$ cat config.mk
export PLATFORM = sky130hd
export DESIGN_NAME = mc_control_unit
export DESIGN_NICKNAME = d
export VERILOG_FILES = /design/src/rtl/mc_control_unit_pkg.sv /design/src/rtl/mc_control_unit_alu_decoder.sv /design/src/rtl/mc_control_unit.sv
export SDC_FILE = /design/constraint.sdc
export NUM_CORES = 1
export LEC_CHECK = 0
export ABC_AREA = 1
export ABC_CLOCK_PERIOD_IN_PS = 2500
export CORE_MARGIN = 2
export CORE_UTILIZATION = 30
export CTS_CLUSTER_DIAMETER = 200
export DETAILED_ROUTE_END_ITERATION = 16
export GPL_ROUTABILITY_DRIVEN = 0
export MAX_ROUTING_LAYER = met4
export PLACE_DENSITY = 0.75
export SYNTH_ARGS = -nofsm -noshare
export SYNTH_HDL_FRONTEND = slang
export SYNTH_SLANG_ARGS = --single-unit
$ cat constraint.sdc
create_clock -name clk -period 2.5 [get_ports clk]
set_clock_uncertainty 0.1 [all_clocks]
set_input_delay 0.75 -clock clk [delete_from_list [all_inputs] [get_ports clk]]
set_output_delay 0.75 -clock clk [all_outputs]
set_load 0.02 [all_outputs]
$ cat src/rtl/mc_control_unit_pkg.sv
// Multi-cycle RV32I control: shared encodings.
// Used by the control FSM, its ALU decoder and the datapath.
package mc_control_unit_pkg;

    typedef enum logic [3:0] {
        FETCH,
        DECODE,
        R_EXE,
        I_EXE,
        B_EXE,
        LU_EXE,
        AU_EXE,
        J_EXE,
        JL_EXE,
        S_EXE,
        S_MEM,
        L_EXE,
        L_MEM,
        L_WB
    } state_t;

    localparam logic [6:0] OP_R     = 7'b0110011;
    localparam logic [6:0] OP_I     = 7'b0010011;
    localparam logic [6:0] OP_B     = 7'b1100011;
    localparam logic [6:0] OP_LUI   = 7'b0110111;
    localparam logic [6:0] OP_AUIPC = 7'b0010111;
    localparam logic [6:0] OP_JAL   = 7'b1101111;
    localparam logic [6:0] OP_JALR  = 7'b1100111;
    localparam logic [6:0] OP_S     = 7'b0100011;
    localparam logic [6:0] OP_L     = 7'b0000011;

    localparam logic [3:0] ALU_ADD  = 4'b0000;
    localparam logic [3:0] ALU_SUB  = 4'b1000;
    localparam logic [3:0] ALU_SLL  = 4'b0001;
    localparam logic [3:0] ALU_SLT  = 4'b0010;
    localparam logic [3:0] ALU_SLTU = 4'b0011;
    localparam logic [3:0] ALU_XOR  = 4'b0100;
    localparam logic [3:0] ALU_SRL  = 4'b0101;
    localparam logic [3:0] ALU_SRA  = 4'b1101;
    localparam logic [3:0] ALU_OR   = 4'b0110;
    localparam logic [3:0] ALU_AND  = 4'b0111;

    localparam logic [2:0] FUNCT3_SR = 3'b101;

    localparam logic [2:0] RFWD_ALU   = 3'd0;
    localparam logic [2:0] RFWD_MEM   = 3'd1;
    localparam logic [2:0] RFWD_IMM   = 3'd2;
    localparam logic [2:0] RFWD_AUIPC = 3'd3;
    localparam logic [2:0] RFWD_PC4   = 3'd4;

    // First execute state for an opcode; unknown opcodes go back to FETCH.
    function automatic state_t decode_target(input logic [6:0] op);
        state_t s;
        s = FETCH;
        unique case (1'b1)
            (op == OP_R):     s = R_EXE;
            (op == OP_I):     s = I_EXE;
            (op == OP_B):     s = B_EXE;
            (op == OP_LUI):   s = LU_EXE;
            (op == OP_AUIPC): s = AU_EXE;
            (op == OP_JAL):   s = J_EXE;
            (op == OP_JALR):  s = JL_EXE;
            (op == OP_S):     s = S_EXE;
            (op == OP_L):     s = L_EXE;
            default:          s = FETCH;
        endcase
        return s;
    endfunction

    function automatic logic is_known_op(input logic [6:0] op);
        return decode_target(op) != FETCH;
    endfunction

endpackage

$ cat src/rtl/mc_control_unit_alu_decoder.sv
// ALU operation select for the multi-cycle control unit.
// Purely combinational; only R/I/B execute states use funct fields.
module mc_alu_decoder
    import mc_control_unit_pkg::*;
(
    input  state_t     state,
    input  logic [6:0] opcode,
    input  logic [2:0] funct3,
    input  logic       funct7_5,
    output logic [3:0] aluControl
);

    logic is_alu_state;

    assign is_alu_state = (state == R_EXE)
                       || (state == I_EXE)
                       || (state == B_EXE);

    // Select the ALU op from funct fields in R/I/B execute, else ADD.
    always_comb begin
        aluControl = ALU_ADD;
        if (is_alu_state) begin
            unique case (1'b1)
                (opcode == OP_R): begin
                    aluControl = {funct7_5, funct3};
                end
                (opcode == OP_I): begin
                    if (funct3 == FUNCT3_SR) begin
                        aluControl = {funct7_5, funct3};
                    end else begin
                        aluControl = {1'b0, funct3};
                    end
                end
                (opcode == OP_B): begin
                    aluControl = {1'b0, funct3};
                end
                default: begin
                    aluControl = ALU_ADD;
                end
            endcase
        end
    end

endmodule

$ cat src/rtl/mc_control_unit.sv
// Multi-cycle RV32I control unit: Moore FSM over the IR.
// Write strobes are forced low while reset is held.
module mc_control_unit
    import mc_control_unit_pkg::*;
(
    input  logic        clk,
    input  logic        reset,
    input  logic [31:0] instrCode,
    output logic        irWe,
    output logic        pcEn,
    output logic        regFileWe,
    output logic [3:0]  aluControl,
    output logic        aluSrcMuxSel,
    output logic [2:0]  RFWDSrcMuxSel,
    output logic        branch,
    output logic        jump,
    output logic        jalr,
    output logic        dataWe
);

    state_t state;
    state_t state_next;

    logic [6:0] opcode;
    logic [2:0] funct3;
    logic       funct7_5;
    logic [20:0] unused_instr_bits;

    assign opcode   = instrCode[6:0];
    assign funct3   = instrCode[14:12];
    assign funct7_5 = instrCode[30];

    assign unused_instr_bits = {
        instrCode[31],
        instrCode[29:15],
        instrCode[11:7]
    };

    mc_alu_decoder u_alu_dec (
        .state      (state),
        .opcode     (opcode),
        .funct3     (funct3),
        .funct7_5   (funct7_5),
        .aluControl (aluControl)
    );

    // State register; reset returns to FETCH from any state.
    always_ff @(posedge clk) begin
        if (reset) begin
            state <= FETCH;
        end else begin
            state <= state_next;
        end
    end

    // Next-state and control decode; reset masks every enable.
    always_comb begin
        state_next    = state;
        irWe          = 1'b0;
        pcEn          = 1'b0;
        regFileWe     = 1'b0;
        aluSrcMuxSel  = 1'b0;
        RFWDSrcMuxSel = RFWD_ALU;
        branch        = 1'b0;
        jump          = 1'b0;
        jalr          = 1'b0;
        dataWe        = 1'b0;

        unique case (state)
            FETCH: begin
                state_next = DECODE;
                irWe       = 1'b1;
            end
            DECODE: begin
                state_next = decode_target(opcode);
                pcEn       = !is_known_op(opcode);
            end
            R_EXE: begin
                state_next = FETCH;
                pcEn       = 1'b1;
                regFileWe  = 1'b1;
            end
            I_EXE: begin
                state_next   = FETCH;
                pcEn         = 1'b1;
                regFileWe    = 1'b1;
                aluSrcMuxSel = 1'b1;
            end
            B_EXE: begin
                state_next = FETCH;
                pcEn       = 1'b1;
                branch     = 1'b1;
            end
            LU_EXE: begin
                state_next    = FETCH;
                pcEn          = 1'b1;
                regFileWe     = 1'b1;
                RFWDSrcMuxSel = RFWD_IMM;
            end
            AU_EXE: begin
                state_next    = FETCH;
                pcEn          = 1'b1;
                regFileWe     = 1'b1;
                RFWDSrcMuxSel = RFWD_AUIPC;
            end
            J_EXE: begin
                state_next    = FETCH;
                pcEn          = 1'b1;
                regFileWe     = 1'b1;
                RFWDSrcMuxSel = RFWD_PC4;
                jump          = 1'b1;
            end
            JL_EXE: begin
                state_next    = FETCH;
                pcEn          = 1'b1;
                regFileWe     = 1'b1;
                RFWDSrcMuxSel = RFWD_PC4;
                jump          = 1'b1;
                jalr          = 1'b1;
            end
            S_EXE: begin
                state_next   = S_MEM;
                aluSrcMuxSel = 1'b1;
            end
            S_MEM: begin
                state_next   = FETCH;
                aluSrcMuxSel = 1'b1;
                pcEn         = 1'b1;
                dataWe       = 1'b1;
            end
            L_EXE: begin
                state_next   = L_MEM;
                aluSrcMuxSel = 1'b1;
            end
            L_MEM: begin
                state_next   = L_WB;
                aluSrcMuxSel = 1'b1;
            end
            L_WB: begin
                state_next    = FETCH;
                aluSrcMuxSel  = 1'b1;
                regFileWe     = 1'b1;
                RFWDSrcMuxSel = RFWD_MEM;
                pcEn          = 1'b1;
            end
            default: begin
                state_next = FETCH;
            end
        endcase

        if (reset) begin
            irWe      = 1'b0;
            pcEn      = 1'b0;
            regFileWe = 1'b0;
            dataWe    = 1'b0;
        end
    end

endmodule
==> results of run 1 <==
## worst reg2reg max path, stage by stage (launching register included)
cell                      delay (ps)
sky130_fd_sc_hd__dfxtp_1         450
sky130_fd_sc_hd__inv_2           120
sky130_fd_sc_hd__nand2_4         120
sky130_fd_sc_hd__nor2_1           70
sky130_fd_sc_hd__buf_4           140
sky130_fd_sc_hd__o21ai_0         100
sky130_fd_sc_hd__a21oi_1         110
## synth_stat cells
master and n:
sky130_fd_sc_hd__o22ai_1 1, sky130_fd_sc_hd__o211ai_1 1, sky130_fd_sc_hd__a21oi_1 7, sky130_fd_sc_hd__nand3_2 1, sky130_fd_sc_hd__inv_1 13, sky130_fd_sc_hd__nand4_1 2, sky130_fd_sc_hd__o21a_1 1, sky130_fd_sc_hd__buf_1 1
sky130_fd_sc_hd__a211oi_1 1, sky130_fd_sc_hd__a31oi_1 1, sky130_fd_sc_hd__dfxtp_1 4, sky130_fd_sc_hd__nor2_4 2, sky130_fd_sc_hd__o31ai_2 1, sky130_fd_sc_hd__buf_4 1, sky130_fd_sc_hd__nand2_1 18, sky130_fd_sc_hd__nor3_1 4
sky130_fd_sc_hd__nand2_2 2, sky130_fd_sc_hd__nand3_1 9, sky130_fd_sc_hd__nand2_4 3, sky130_fd_sc_hd__nor2_1 19, sky130_fd_sc_hd__nor2_2 7, sky130_fd_sc_hd__inv_2 4, sky130_fd_sc_hd__o21ai_0 4
## layout by cell type (no fill, tap or decap), types with 6 or more instances in the layout
master                           n
sky130_fd_sc_hd__buf_6          11
sky130_fd_sc_hd__inv_1           6
sky130_fd_sc_hd__nand2_4         7
sky130_fd_sc_hd__nand2_1         9
sky130_fd_sc_hd__inv_2           9
sky130_fd_sc_hd__nand2_2         7
sky130_fd_sc_hd__nor2_2          8
sky130_fd_sc_hd__dlygate4sd2_1   9
sky130_fd_sc_hd__buf_4          30
sky130_fd_sc_hd__nor2_1         15
## routing by layer
layer / part of all wire / up-vias / global-route usage
met2: 0.54 / 61 / 0.368
li1: - / 466 / -
met4: 0.020 / 0 / 0.0619
met1: 0.37 / 463 / 0.241
met3: 0.077 / 6 / 0.0370
met5: 0 / - / -
## logic make-up after synthesis
family                 synth area share
and+or+nand+nor                   0.568
buffers and inverters             0.126
AOI/OAI and AO/OA                 0.172
DFF                               0.134
## power by group
part           internal, mW  switching [mW]  leakage [nW]
sequential           0.0659         0.00181        0.0331
combinational        0.0583          0.0605         0.609
clock                0.0536          0.0249        0.0138
total                 0.178          0.0872         0.656
## per-stage QoR
step           power (mW)  setup TNS [ps]
2_1_floorplan       0.103               0
3_3_place_gp        0.148           -5440
3_5_place_dp        0.149           -5620
4_1_cts             0.240            -322
5_1_grt             0.279            -180
6_report            0.265           -73.0
## area by class of cell
cell class              instances  area (um2)  share of cell area
repair buffers                 58         519               0.399
well taps                      27        33.8              0.0259
inverters                      17        68.8              0.0528
clock buffers                   3        22.5              0.0173
multi-input cells              84         577               0.443
flip-flops and latches          4        81.3              0.0624
## worst paths after layout
path                     start  endpoint  slack (ps)  cells after the start
setup / recovery  instrCode[5]      pcEn         -60                     10
hold / removal        state[2]  state[1]         500                      3
setup reg to reg      state[3]  state[3]        1160                      6
hold reg to reg       state[2]  state[1]         500                      3
## repair_timing
| action | 4_1_cts | 5_1_grt |
|---|---|---|
| setup buffers | 15 | 3 |
| setup endpoints to repair | 12 | 10 |
| pin swaps | 9 | 12 |
| gates resized for setup | 85 | 47 |
==> impl_metrics.toml, run 1 <==
[run_status]
result_of_the_run = "complete, but fails checks"
failed_checks = "setup timing"

[grt]
pin_count_of_the_biggest_net_entering_global_routing = 7
grt_antenna_before_repair = 0
grt_first_pass_wirelength_mm = 3.93
grt_overflow = 0
via_count_of_the_first_global_routing_pass = 914
grt_usage = 0.209

[synth]
synth_nets = 141
synth_seq_cells = 4
avg_synthesized_cell_area_um2 = 5.58
yosys_warnings = 0
synthTopCellsByArea = "sky130_fd_sc_hd__dfxtp_1, sky130_fd_sc_hd__nor2_1, sky130_fd_sc_hd__nand2_1"
library_cell_occupying_the_most_area_in_the_post_synthesis_netlist = "sky130_fd_sc_hd__dfxtp_1"
netlist.area_leader.share = 0.134
post_synth_cell_types = 23
syn-cell-area_um2 = 597
post_synth_inst_count = 107
seq_area_frac_synth = 0.134

[timing]
final.setup.worst_slack_ps = -61.8
rsz0062_at_grt = "yes"
report.final.setup_viol = 2
timing_hold_violations_final = 0
final_period_minus_worst_setup_slack_ps = 2560
post-route-period-util = 1.02
slew_violations = 0
fmax_mhz = 390
whs_ps = 501
slew_headroom = 0.808
max_slew.worst_pin.slew_ps = 286

[setup_path]
crit_path_start_kind = "primary input"
end_kind = "primary output"
maximum_fanout_encountered_on_the_critical_timing_path = 3
crit_buf_inv = 3
cp.arrival_ps = 1710
crit_path_cell_trace = "buf_4 > buf_6 > nand2_2 > nor2_2 > nand2_2 > nand2_1 > nor2_1 > nand3_1 > a21oi_2 > buf_4"
crit_path_max_delay_cell_type = "sky130_fd_sc_hd__buf_4"
critical-path-max-stage-delay_ps = 150
critical_path.top_delay_family = "simple AND/OR/NAND/NOR gates"
worst-setup-path-type = "primary input to primary output"
crit_required_ps = 1650

[placement]
detailed_place_hpwl_mm = 1.45
port_buffers = 27
dpl-instance-area_um2 = 1010
place_ws_ps = -896
placed_cells = 174

[die]
design.die.area_um2 = 2360
placementRows = 16
fp.coreArea_um2 = 1920
die_x_extent_um = 48.6
boundaryPins = 49
initial_utilization = 0.311
die_h_um = 48.6

[route]
route.detailed.wl_per_inst_um = 13.6
wirelength_mm = 2.63
drt_pass1_iterations = 4
drt_first_iter_violations = 34
vias_per_cell = 5.16
drc_errors = 0
final_antenna_net_count = 0
via_count = 996

[clock_tree]
post_cts_hold_buffer_count = 0
worstSkewPairLatency_ps = 230
cts_buffers = 3
cts_tree = "done"
cts_buffer_depth = 2
clk_root_buffer_cell = "sky130_fd_sc_hd__clkbuf_4"
cts.sinks = 4
max_h_tree_level = 1
cts.clk_slew.worst_paths_ps = 40

[cells_and_area]
post-route-util = 0.678
final_layout_size_suffix_gt1_frac = 0.590
finalInstanceArea_um2 = 1300
area_delta_synth_final_pct = 118
max_reg_flops = 4
top_flop_regs = "state: 4 flops"
largest-register = "state"
antenna_cells_inserted = 0
final_nets = 202
post_layout_nonfiller_instances = 193
filler_instances = 154

[run]
maxCapViolCount = 0

[power_and_ir_drop]
power-per-cell-area_nw_per_um2 = 203
vdd_drop_max_mv = 0.222
p_leak_nw = 0.656

[min_path]
hp-class = "flip-flop to flip-flop"
Power figures use the tool's default switching activity.
==> run 2: changes to the inputs <==
--- a/config.mk
+++ b/config.mk
@@ -13,7 +13,7 @@
 export DETAILED_ROUTE_END_ITERATION = 16
 export GPL_ROUTABILITY_DRIVEN = 0
 export MAX_ROUTING_LAYER = met4
-export PLACE_DENSITY = 0.75
+export PLACE_DENSITY_LB_ADDON = 0.08
 export SYNTH_ARGS = -nofsm -noshare
 export SYNTH_HDL_FRONTEND = slang
 export SYNTH_SLANG_ARGS = --single-unit
==> run 2 against run 1 <==
Against the previous run:
- the run still ends with setup timing left
- highest routed layer unchanged
- routed wire length down 25%
- core utilization shrank 4.2 points
- critical path type unchanged
- total power fell by 4.0%
- largest cell class unchanged
==> impl_metrics.toml, run 2 (synthesis results as in run 1) <==
[run_status]
result_of_the_run = "complete, but fails checks"
failed_checks = "setup timing"

[die]
fp.coreArea_um2 = 1920
design.die.area_um2 = 2360
placementRows = 16
die_x_extent_um = 48.6
initial_utilization = 0.311
boundaryPins = 49
die_h_um = 48.6

[power_and_ir_drop]
power-per-cell-area_nw_per_um2 = 208
totalPowerFinal_mw = 0.254
vdd_drop_max_mv = 0.258
p_leak_nw = 0.627

[clock_tree]
cts.sinks = 4
worstSkewPairLatency_ps = 230
cts_tree = "done"
cts_buffer_depth = 2
cts_buffers = 3
max_h_tree_level = 1
cts.clk_slew.worst_paths_ps = 40
clk_root_buffer_cell = "sky130_fd_sc_hd__clkbuf_4"
post_cts_hold_buffer_count = 0

[route]
vias_per_cell = 4.68
drt_pass1_iterations = 4
wirelength_mm = 1.97
final_antenna_net_count = 0
route.detailed.wl_per_inst_um = 10.5
drc_errors = 0
drt_first_iter_violations = 14
via_count = 880

[cells_and_area]
antenna_cells_inserted = 0
final_nets = 197
most_common_cell_after_layout_fill_and_taps_aside = "sky130_fd_sc_hd__buf_4"
largest-register = "state"
post-route-util = 0.636
top_flop_regs = "state: 4 flops"
final_layout_size_suffix_gt1_frac = 0.565
max_reg_flops = 4
post_layout_nonfiller_instances = 188
area_delta_synth_final_pct = 105
final_cell_mix = "sky130_fd_sc_hd__buf_4, sky130_fd_sc_hd__nor2_1, sky130_fd_sc_hd__nand2_1, sky130_fd_sc_hd__dlygate4sd2_1"

[timing]
report.final.setup_viol = 1
timing_hold_violations_final = 0
fmax_mhz = 395
slew_violations = 0
final.setup.worst_slack_ps = -28.8
final_period_minus_worst_setup_slack_ps = 2530
rsz0062_at_grt = "yes"
slew_headroom = 0.795
post-route-period-util = 1.01
max_slew.worst_pin.slew_ps = 305
whs_ps = 494

[setup_path]
critical-path-max-stage-delay_ps = 150
timing.critical_path.depth = 10
crit_path_start_kind = "primary input"
crit_buf_inv = 3
end_kind = "primary output"
rrSetupSlack_ps = 1260
crit_start = "instrCode[2]"
critPathCapture = "pcEn"
worst-setup-path-type = "primary input to primary output"
crit_path_cell_trace = "buf_6 > buf_6 > nand2_4 > nor2_4 > nand2_2 > nand2_2 > nor2_1 > nand3_1 > a21oi_2 > buf_4"
worst-r2r-cell-count = 6
critical_path.reg2reg.startpoint = "state[0]"
crit_path_max_delay_cell_type = "sky130_fd_sc_hd__buf_4"
cp.arrival_ps = 1680
critical_path.top_delay_family = "simple AND/OR/NAND/NOR gates"
crit_required_ps = 1650
rr_endpoint = "state[3]"
maximum_fanout_encountered_on_the_critical_timing_path = 2

[grt]
grt_overflow = 0
pin_count_of_the_biggest_net_entering_global_routing = 7
grt_antenna_before_repair = 0
grt_usage = 0.172
via_count_of_the_first_global_routing_pass = 822
grt_first_pass_wirelength_mm = 3.19

[placement]
placed_cells = 181
port_buffers = 27
detailed_place_hpwl_mm = 1.50

[run]
maxCapViolCount = 0

[min_path]
hp-class = "flip-flop to flip-flop"
[run 2: cell count changes in the layout (fill, tap and decap cells not counted), moves of 2 or more]
cell                              before  now
sky130_fd_sc_hd__buf_2                 0    3
sky130_fd_sc_hd__buf_4                30   26
sky130_fd_sc_hd__buf_6                11    8
sky130_fd_sc_hd__clkdlybuf4s50_1       4    2
[run 2: layer usage]
layer	GRT usage	wire length, um
met1	0.177	833
met3	0.0340	95
met2	0.329	1000
met4	0.0429	35
met5	-	0
[run 2: layout make-up]
class	count	area, um2
Sequential cell	4	81.3
Timing Repair Buffer	53	452
Clock buffer	3	22.5
Tap cell	27	33.8
Fill cell	186	699
Inverter	17	68.8
Multi-Input combinational cell	84	564
[run 2: stage by stage]
step | TNS (ps) | area [um2] | setup WS [ps]
after floorplan | 0 | 602 | 56.5
after global placement | -5290 | 1060 | -850
after detailed placement | -5340 | 1060 | -913
after CTS | -31.8 | 1100 | -31.8
after global routing | -161 | 1220 | -82.2
final | -28.8 | 1220 | -28.8
[run 2: report_power, final]
part / switching [mW] / internal, mW
Combinational: 0.0545 / 0.0525
Sequential: 0.00177 / 0.0659
Clock: 0.0261 / 0.0537
[run 2: worst reg2reg max path, delay by kind of cell, from the launching register on]
kind | cells | cell delay [ps]
and+or+nand+nor | 2 | 260
buffers and inverters | 2 | 210
AOI/OAI and AO/OA | 2 | 190
DFF | 1 | 360
[run 2: how the worst min path moves through the flow]
stage                     startpoint        to  slack, ps  depth (start not counted)
after floorplan             state[0]  state[1]        500                          4
after global placement      state[2]  state[1]        560                          3
after detailed placement    state[3]  state[1]        560                          4
after CTS                   state[2]  state[1]        490                          3
after global routing        state[2]  state[1]        520                          3
final                       state[2]  state[1]        490                          3
[run 2: timing repair]
item | CTS | global route
resized for setup | 93 | 28
setup endpoints to repair | 13 | 6
pin swaps | 13 | 17
buffers inserted | 1 | 4
